**config.mk**
```make
export PLATFORM = sky130hd
export DESIGN_NAME = seg7_scan_driver
export DESIGN_NICKNAME = d
export VERILOG_FILES = /design/src/rtl/seg7_scan_driver.sv
export SDC_FILE = /design/constraint.sdc
export NUM_CORES = 1
export LEC_CHECK = 0
export BUFFER_PORTS_ARGS = -buffer_cell sky130_fd_sc_hd__buf_4
export CORE_ASPECT_RATIO = 1.4
export CORE_MARGIN = 10
export CORE_UTILIZATION = 46
export DETAILED_ROUTE_END_ITERATION = 10
export PLACE_DENSITY_LB_ADDON = 0.12
export SYNTH_ARGS = -nofsm -noshare
export SYNTH_HDL_FRONTEND = slang
export SYNTH_SLANG_ARGS = --single-unit
```
**constraint.sdc**
```tcl
create_clock -name clk -period 1.7 [get_ports clk]
set_input_delay 0 -clock clk [delete_from_list [all_inputs] [get_ports clk]]
set_output_delay 0 -clock clk [all_outputs]
set_load 0.005 [all_outputs]
```
**src/rtl/seg7_scan_driver.sv**
```systemverilog
// Binary-to-BCD converter (sequential double-dabble) feeding a scanned common-anode 7-segment display.
// Optional leading-zero blanking is enabled by defining SEG7_LZB_EN.
module seg7_scan_driver #(
    parameter int NUM_DIGITS = 3,
    parameter int BIN_W      = 10,
    parameter int BLANK_CYC  = 4
) (
    input  logic                  clk,
    input  logic                  rstn,
    input  logic [1:0]            sel,
    input  logic [BIN_W-1:0]      value,
    input  logic [NUM_DIGITS-1:0] dp_mask,
    input  logic                  value_valid,
    output logic                  value_ready,
    output logic [NUM_DIGITS-1:0] an,
    output logic [6:0]            seg,
    output logic                  dp
);

    localparam int          BCD_W     = 4 * NUM_DIGITS;
    localparam int          CNT_W     = $clog2(BIN_W + 1);
    localparam int          BLK_W     = (BLANK_CYC > 0) ? $clog2(BLANK_CYC + 1) : 1;
    localparam logic [31:0] OVF_LIMIT = 32'(10 ** NUM_DIGITS);
    localparam logic [6:0]  SEG_OFF   = 7'h7F;
    localparam logic [6:0]  SEG_DASH  = 7'b0111111;

    typedef enum logic [1:0] {S_IDLE, S_ADD, S_SHIFT, S_DONE} state_t;

    state_t                  state_q, state_d;
    logic [BIN_W-1:0]        bin_q, bin_d;
    logic [BCD_W-1:0]        bcd_q, bcd_d;
    logic [CNT_W-1:0]        cnt_q, cnt_d;
    logic [NUM_DIGITS-1:0]   dpm_q, dpm_d;
    logic                    ovf_q, ovf_d;
    logic                    ready_q, ready_d;

    // Shadow registers seen by the scan path; only updated atomically in S_DONE.
    logic [BCD_W-1:0]        digit_q, digit_d;
    logic [NUM_DIGITS-1:0]   dp_sh_q, dp_sh_d;
    logic                    ovf_sh_q, ovf_sh_d;

    logic [1:0]              sel_q, sel_d;
    logic [BLK_W-1:0]        blank_q, blank_d;
    logic [NUM_DIGITS-1:0]   an_q, an_d;
    logic [6:0]              seg_q, seg_d;
    logic                    dp_q, dp_d;

    logic [NUM_DIGITS-1:0]   lzb_mask;
    logic [3:0]              cur_digit;
    logic                    cur_dp;
    logic                    cur_blank;

    function automatic logic [6:0] dec7(input logic [3:0] d);
        case (d)
            4'd0:    dec7 = 7'b1000000;
            4'd1:    dec7 = 7'b1111001;
            4'd2:    dec7 = 7'b0100100;
            4'd3:    dec7 = 7'b0110000;
            4'd4:    dec7 = 7'b0011001;
            4'd5:    dec7 = 7'b0010010;
            4'd6:    dec7 = 7'b0000010;
            4'd7:    dec7 = 7'b1111000;
            4'd8:    dec7 = 7'b0000000;
            4'd9:    dec7 = 7'b0010000;
            default: dec7 = SEG_OFF;
        endcase
    endfunction

    always_comb begin
        state_d  = state_q;
        bin_d    = bin_q;
        bcd_d    = bcd_q;
        cnt_d    = cnt_q;
        dpm_d    = dpm_q;
        ovf_d    = ovf_q;
        digit_d  = digit_q;
        dp_sh_d  = dp_sh_q;
        ovf_sh_d = ovf_sh_q;
        case (state_q)
            S_IDLE: begin
                if (value_valid) begin
                    bin_d   = value;
                    bcd_d   = '0;
                    cnt_d   = '0;
                    dpm_d   = dp_mask;
                    ovf_d   = (32'(value) >= OVF_LIMIT);
                    state_d = S_ADD;
                end
            end
            S_ADD: begin
                for (int i = 0; i < NUM_DIGITS; i++) begin
                    if (bcd_q[4*i +: 4] >= 4'd5) begin
                        bcd_d[4*i +: 4] = bcd_q[4*i +: 4] + 4'd3;
                    end
                end
                state_d = S_SHIFT;
            end
            S_SHIFT: begin
                {bcd_d, bin_d} = {bcd_q, bin_q} << 1;
                cnt_d          = cnt_q + 1'b1;
                state_d        = (cnt_q == CNT_W'(BIN_W - 1)) ? S_DONE : S_ADD;
            end
            S_DONE: begin
                digit_d  = bcd_q;
                dp_sh_d  = dpm_q;
                ovf_sh_d = ovf_q;
                state_d  = S_IDLE;
            end
            default: state_d = S_IDLE;
        endcase
        ready_d = (state_d == S_IDLE);
    end

`ifdef SEG7_LZB_EN
    // A digit is a leading zero when it and every digit above it are zero; digit 0 always shows.
    logic [NUM_DIGITS-1:0] lead_zero;
    for (genvar gi = 0; gi < NUM_DIGITS; gi++) begin : g_lz
        if (gi == 0) begin : g_lsd
            assign lead_zero[gi] = 1'b0;
        end else begin : g_upper
            assign lead_zero[gi] = (digit_q[BCD_W-1:4*gi] == '0);
        end
    end
    assign lzb_mask = ovf_sh_q ? '0 : lead_zero;
`else
    assign lzb_mask = '0;
`endif

    always_comb begin
        cur_digit = 4'd0;
        cur_dp    = 1'b0;
        cur_blank = 1'b0;
        for (int i = 0; i < NUM_DIGITS; i++) begin
            if (sel_q == 2'(i)) begin
                cur_digit = digit_q[4*i +: 4];
                cur_dp    = dp_sh_q[i];
                cur_blank = lzb_mask[i];
            end
        end
    end

    always_comb begin
        sel_d   = sel_q;
        blank_d = blank_q;
        an_d    = an_q;
        seg_d   = seg_q;
        dp_d    = dp_q;
        if (sel != sel_q) begin
            sel_d   = sel;
            blank_d = BLK_W'(BLANK_CYC);
            an_d    = '1;
            seg_d   = SEG_OFF;
            dp_d    = 1'b1;
        end else if (blank_q != '0) begin
            blank_d = blank_q - 1'b1;
            an_d    = '1;
            seg_d   = SEG_OFF;
            dp_d    = 1'b1;
        end else if (32'(sel_q) < NUM_DIGITS) begin
            an_d = ~(NUM_DIGITS'(1) << sel_q);
            if (ovf_sh_q) begin
                seg_d = SEG_DASH;
            end else if (cur_blank) begin
                seg_d = SEG_OFF;
            end else begin
                seg_d = dec7(cur_digit);
            end
            dp_d = ~cur_dp;
        end else begin
            an_d  = '1;
            seg_d = SEG_OFF;
            dp_d  = 1'b1;
        end
    end

    always_ff @(posedge clk or negedge rstn) begin
        if (!rstn) begin
            state_q  <= S_IDLE;
            bin_q    <= '0;
            bcd_q    <= '0;
            cnt_q    <= '0;
            dpm_q    <= '0;
            ovf_q    <= 1'b0;
            ready_q  <= 1'b1;
            digit_q  <= '0;
            dp_sh_q  <= '0;
            ovf_sh_q <= 1'b0;
            sel_q    <= 2'd0;
            blank_q  <= '0;
            an_q     <= '1;
            seg_q    <= SEG_OFF;
            dp_q     <= 1'b1;
        end else begin
            state_q  <= state_d;
            bin_q    <= bin_d;
            bcd_q    <= bcd_d;
            cnt_q    <= cnt_d;
            dpm_q    <= dpm_d;
            ovf_q    <= ovf_d;
            ready_q  <= ready_d;
            digit_q  <= digit_d;
            dp_sh_q  <= dp_sh_d;
            ovf_sh_q <= ovf_sh_d;
            sel_q    <= sel_d;
            blank_q  <= blank_d;
            an_q     <= an_d;
            seg_q    <= seg_d;
            dp_q     <= dp_d;
        end
    end

    assign value_ready = ready_q;
    assign an          = an_q;
    assign seg         = seg_q;
    assign dp          = dp_q;

endmodule

```
# Word-level counts from Yosys, hierarchy flattened
# Memory sizes are Yosys's and may differ from the RTL's.
# Cells that the tools add are included.
classes:
  n_eq_ne: 11
  mux: 30
  add_sub_neg: 5
  bitwise: 2
  shifts: 1
  magnitude_cmp: 5
  reduce_logical: 12
op_table:
  columns: ["operator", "n"]
  rows:
  - ["$pmux W12 S3", 1]
  - ["$mux W4", 7]
  - ["$mux W7", 4]
  - ["$pmux W10 S2", 1]
  - ["$mux W3", 5]
  - ["$add A4 B2 Y4 const B", 3]
  - ["$ge A4 B3 Y1 const B", 3]
  - ["$mux W12", 1]
  - ["$ge A10 B10 Y1 const B", 1]
  - ["$mux W10", 1]
  - ["$reduce_and A3 Y1", 3]
  - ["$ne A2 B2 Y1 const B", 4]
  - ["$pmux W2 S4", 1]
  - ["$pmux W4 S2", 1]
  - ["$eq A2 B2 Y1 const B", 3]
  - ["$logic_not A2 Y1", 3]
  - ["$mux W1", 6]
  - ["$reduce_bool A3 Y1", 2]
  - ["$add A4 B1 Y4 const B", 1]
  - ["$eq A2 B1 Y1 const B", 2]
  - ["$eq A4 B4 Y1 const B", 1]
  - ["$mux W2", 2]
  - ["$reduce_and A2 Y1", 2]
  - ["$reduce_bool A2 Y1", 2]
  - ["other kinds (6)", 6]
totals:
  memories: 1
  mem_bits_ro: 112
  ff_bits: 65
memory_table:
  columns: ["name", "depth", "word_bits", "read_ports", "rd_clocked_by_memory_dff", "write_ports", "line", "rtl"]
  rows:
  - ["(name not given)", 16, 7, 1, 0, 0, "54", "case (d)"]

# Logic depth before layout (Yosys ltp)
# An unclocked memory read counts as a cell.
logic_depth:
  depth_word: 9
  mapped_depth: 8
  mapped_depth_nobuf: 7

# Worst setup path before layout
# OpenSTA, ideal clock, no wires.
synth_path:
  path_kind: "reg-to-reg"
  startpoint: "reg state_q[0]"
  endpoint: "reg bcd_q[2]"
  path_slack_ns: -0.040
  required_ns: 1.565
  setup_ns: 0.135
  arrival_ns: 1.605
  stages_incl_launch_ff: 9
  cell_sequence: "dfrtp_1 -> inv_1 -> ha_1 -> nand2b_1 -> nand2b_1 -> clkbuf_1 -> a31oi_1 -> a32oi_1 -> o22ai_1"
synth_via:
  elab_chain_len: 3
  word_cells_on_any_way: 8
  cone_classes: "eq/ne (4); mux (1); reduce/logical (3)"
synth_rtl:
  columns: ["element", "line", "rtl"]
  rows:
  - ["start, declared", "29", "state_t state_q, state_d;"]
  - ["start signal, assigned", "194", "state_q <= state_d;"]
  - ["$eq A2 B1 Y1 (tied with other cells)", "79", "case (state_q)"]
  - ["$ne A2 B2 Y1 (no line) / $reduce_bool A3 Y1 (equally long branches)", null, null]
  - ["$reduce_and A3 Y1 (no line)", null, null]
  - ["end signal, assigned", "180", "bcd_q <= '0;"]
  - ["end signal, assigned", "196", "bcd_q <= bcd_d;"]
  - ["end, declared", "31", "logic [BCD_W-1:0] bcd_q, bcd_d;"]
# Several ways; a longest one is shown, not always the timed one.
# A chain may end at the register's enable or synchronous reset.

# Worst setup path after layout
layout_path:
  startpoint: "reg sel_q[1]"
  endpoint: "reg seg_q[3] (netlist: seg[3])"
layout_via:
  elab_chain_len: 9
  word_cells_on_any_way: 13
  cone_classes: "order compare (1); eq/ne (3); mux (7); reduce/logical (1); memory (1)"
layout_rtl:
  columns: ["element", "line", "rtl"]
  rows:
  - ["start, declared", "42", "logic [1:0] sel_q, sel_d;"]
  - ["start signal, assigned", "204", "sel_q <= sel_d;"]
  - ["$logic_not A2 Y1", "134", "if (sel_q == 2'(i)) begin"]
  - ["$mux W4 (3 in series)", "134", null]
  - ["$mem_v2 Z16 W7", null, null]
  - ["$mux W7", "161", "if (ovf_sh_q) begin"]
  - ["$mux W7", "159", "end else if (32'(sel_q) < NUM_DIGITS) begin"]
  - ["$mux W7", "154", "end else if (blank_q != '0) begin"]
  - ["$mux W7 *", "148", "if (sel != sel_q) begin"]
  - ["named net seg_d[3]", "45", "logic [6:0] seg_q, seg_d;"]
  - ["end signal, assigned", "207", "seg_q <= seg_d;"]
  - ["end, declared", "45", null]
# Mark *: on every way through the listed nets, which the timed path passes. The rest lies on a longest branch.

==> flow_summary_export.csv <==
group,metric,value,unit
synthesis,synth.distinct_cells,47,
sta,rsz0062_at_grt,"true",
critical_path,criticalPathCategory,"flop to flop",
sta,fin_skew,0.00925,ns
cts,clk_pin_slew,0.08,ns
sta,finalCritPeriodShare,0.960,
place,io_buffers,29,
synthesis,ys_seq_area_frac,0.498,
synthesis,synth_seq_cells,65,
sta,max_slew_margin,0.757,
global_routing,track_usage,0.134,
synthesis,synthesis.nets,351,
die,ios,30,
sta,fin_crit,1.63,ns
synthesis,ys_warn_count,0,
run,drv_cap,0,
sta,hold_viol_final,0,
synthesis,async_reset_ff_frac,1.00,
global_routing,grt_use_met1,0.144,
place,place_area,0.00381,mm2
route,wl_per_cell,14.4,um
route,vias_per_cell,5.15,
route,num_vias,2551,
critical_path,required,1.96,ns
cts,numClockSinks,65,
critical_path,cp_slowest_stage_delay,0.47,ns
die,die_h,120,um
cts,clockBufferDepth,2,
synthesis,syn_area,0.00330,mm2
layout,fin_area,0.00428,mm2
route,wirelength,7.14,mm
place,placed_cells,457,
die,core,0.00698,mm2
sta,fin_ws,0.0686,ns
die,die-area,0.0110,mm2
global_routing,grt_pass1_vias,2587,
die,dieWidth,91.5,um
critical_path,path_max_fanout,9,
min_path,hold_path.class,"primary input to async pin",
power_and_ir_drop,p_leak,1.87,nW
sta,slew_violations,0,
global_routing,grtUsageMet2,0.232,
synthesis,synth_edf_count,0,
route,ant_nets,0,
global_routing,use_met3,0.0430,
layout,area_growth,29.7,%
die,start_util,0.472,
layout,fillCellCount,604,
layout,drive_gt1_frac,0.340,
synthesis,syn-instance-count,317,
cts,cts_tree,"built",
run_status,status,"completed",
die,fp-row-count,36,
power_and_ir_drop,ir_drop,0.874,mV
layout,num-nets-final,429,
global_routing,grt_busiest_layer,"met2",
critical_path,path_buf_inv,0,
global_routing,grt_overflow_total,0,
route,drc_errors,0,
layout,n_antenna_cell,0,
place,pre_cts_ws,-0.0264,ns
route,drt-pass1-iter-count,4,
critical_path,start_kind,"flop",
critical_path,path_cells,"mux2i_1 -> o2bb2ai_2 -> or2_4 -> a211oi_4 -> o221ai_2",
cts,cts_root_buf,"clkbuf_8",
sta,setup_viol,0,
place,dp_hpwl,5.21,mm
cts,h-tree-depth,3,
place,globalplace.congestion,0.858,
synthesis,synth_ff_type,"dfrtp_1",
route,drt-initial-drc-count,109,
critical_path,critPathArrivalTime,1.90,ns
layout,fin_util,0.612,
global_routing,antenna_found_initial,0,
critical_path,cpLargestDelayFamily,"compound AO/OA/AOI/OAI gates",
critical_path,crit_path_end_kind,"flop",
critical_path,crit_path_top_delay_cell,"dfrtp_2",
layout,stdcell_count,495,
power_and_ir_drop,power_density,1460,mW/mm2
synthesis,avgSynthCellArea,10.4,um2
cts,clock_latency,0.34,ns
global_routing,grt_pass1_wl,12.0,mm
cts,cts_inserted_buffers,9,
sta,fmax,613,MHz
sta,tightest_slew,0.365,ns
global_routing,grt_max_degree,39,
[per-layer routing]
| metal | wire [um] | share of wire | vias up |
|---|---|---|---|
| met3 | 263 | 0.037 | 11 |
| met4 | 112 | 0.016 | 0 |
| li1 | - | - | 1263 |
| met2 | 3830 | 0.54 | 38 |
| met1 | 2930 | 0.41 | 1239 |
| met5 | 0 | 0 | - |
[final timing paths]
path | from | to | slack [ns] | cells after the start
max reg2reg | sel_q[1] | seg[3] | 0.07 | 5
min in group clk | sel[0] | sel_q[0] | 0.34 | 2
max | sel_q[1] | seg[3] | 0.07 | 5
max in group asynchronous | rstn | value_ready | 1.00 | 3
min | rstn | ovf_sh_q | 0.11 | 2
min reg2reg | bin_q[2] | bin_q[2] | 0.48 | 2
[logic make-up (layout without fill, tap and decap cells)]
group,after synthesis,count (layout),synth area share
AO/OA/AOI/OAI,79,79,0.156
adder cells (fa/ha/maj),16,16,0.0607
XOR/XNOR,5,5,0.0133
multiplexers,34,34,0.110
buffers and inverters,38,121,0.0463
AND/OR/NAND/NOR,80,80,0.115
flip-flops,65,65,0.498
[timing repair]
action	in CTS	in global routing
gates resized for setup	1	25
pin swaps	0	3
buffers inserted	0	4
endpoints found under the hold margin	81	0
endpoints found under the setup margin	4	30
hold buffers	18	0
[final cells by class]
class                           count  area, um2  share of cell area
Sequential cell                    65       1650               0.385
Multi-Input combinational cell    214       1580               0.371
Timing Repair Buffer               81        666               0.156
Clock buffer                        9        124              0.0290
Tap cell                           95        119              0.0278
Inverter                           24       90.1              0.0211
Clock inverter                      7       47.5              0.0111
[synthesized netlist by cell type, drive strengths merged (4+ instances only)]
cell type | number | area [um2]
dfrtp | 53 | 1330
o21ai | 39 | 203
nand2 | 33 | 124
inv | 24 | 90.1
mux2 | 19 | 214
ha | 16 | 200
mux2i | 15 | 150
nor2 | 13 | 48.8
dfstp | 12 | 315
nand3 | 11 | 55.1
a21oi | 10 | 50.1
clkbuf | 9 | 33.8
o22ai | 6 | 37.5
buf | 5 | 28.8
nand2b | 5 | 31.3
nor3 | 5 | 25.0
xnor2 | 4 | 35.0
[per-stage QoR]
step | total power [W] | hold WS [ns] | setup TNS, ns
final | 0.00625 | 0.114 | 0
after global routing | 0.00677 | 0.128 | -0.0445
after CTS | 0.00607 | 0.115 | -0.0252
after detailed placement | 0.00487 | -0.0536 | -0.0526
after global placement | 0.00480 | -0.0573 | 0
after floorplan | 0.00390 | -0.296 | -0.0229
[cell usage in the layout (no fill, tap or decap), drive strengths merged, types with 6 or more instances in the layout]
| cell | Yosys | layout |
|---|---|---|
| buf | 5 | 63 |
| dfrtp | 53 | 53 |
| o21ai | 39 | 39 |
| nand2 | 33 | 33 |
| inv | 24 | 24 |
| mux2 | 19 | 19 |
| dlygate4sd3 | 0 | 18 |
| ha | 16 | 16 |
| mux2i | 15 | 15 |
| nor2 | 13 | 13 |
| dfstp | 12 | 12 |
| nand3 | 11 | 11 |
| a21oi | 10 | 10 |
| clkbuf | 9 | 9 |
| o22ai | 6 | 6 |
[flip-flops by register name (all words and copies together), names as in the netlist]
name and flops:
dp_sh_q 3, ovf_q 1, seg 7, cnt_q 4, dp 1, value_ready 1
state_q 2, bin_q 10, an 3, blank_q 3, dpm_q 3, sel_q 2
bcd_q 12, digit_q 12, ovf_sh_q 1
[report_power, final]
part,leakage [nW],internal [W],total [W],switching [W]
clock,0.0850,0.000525,0.00116,0.000637
sequential,0.808,0.00202,0.00236,0.000341
combinational,0.977,0.00132,0.00273,0.00141
(Power assumes the default switching activity.)
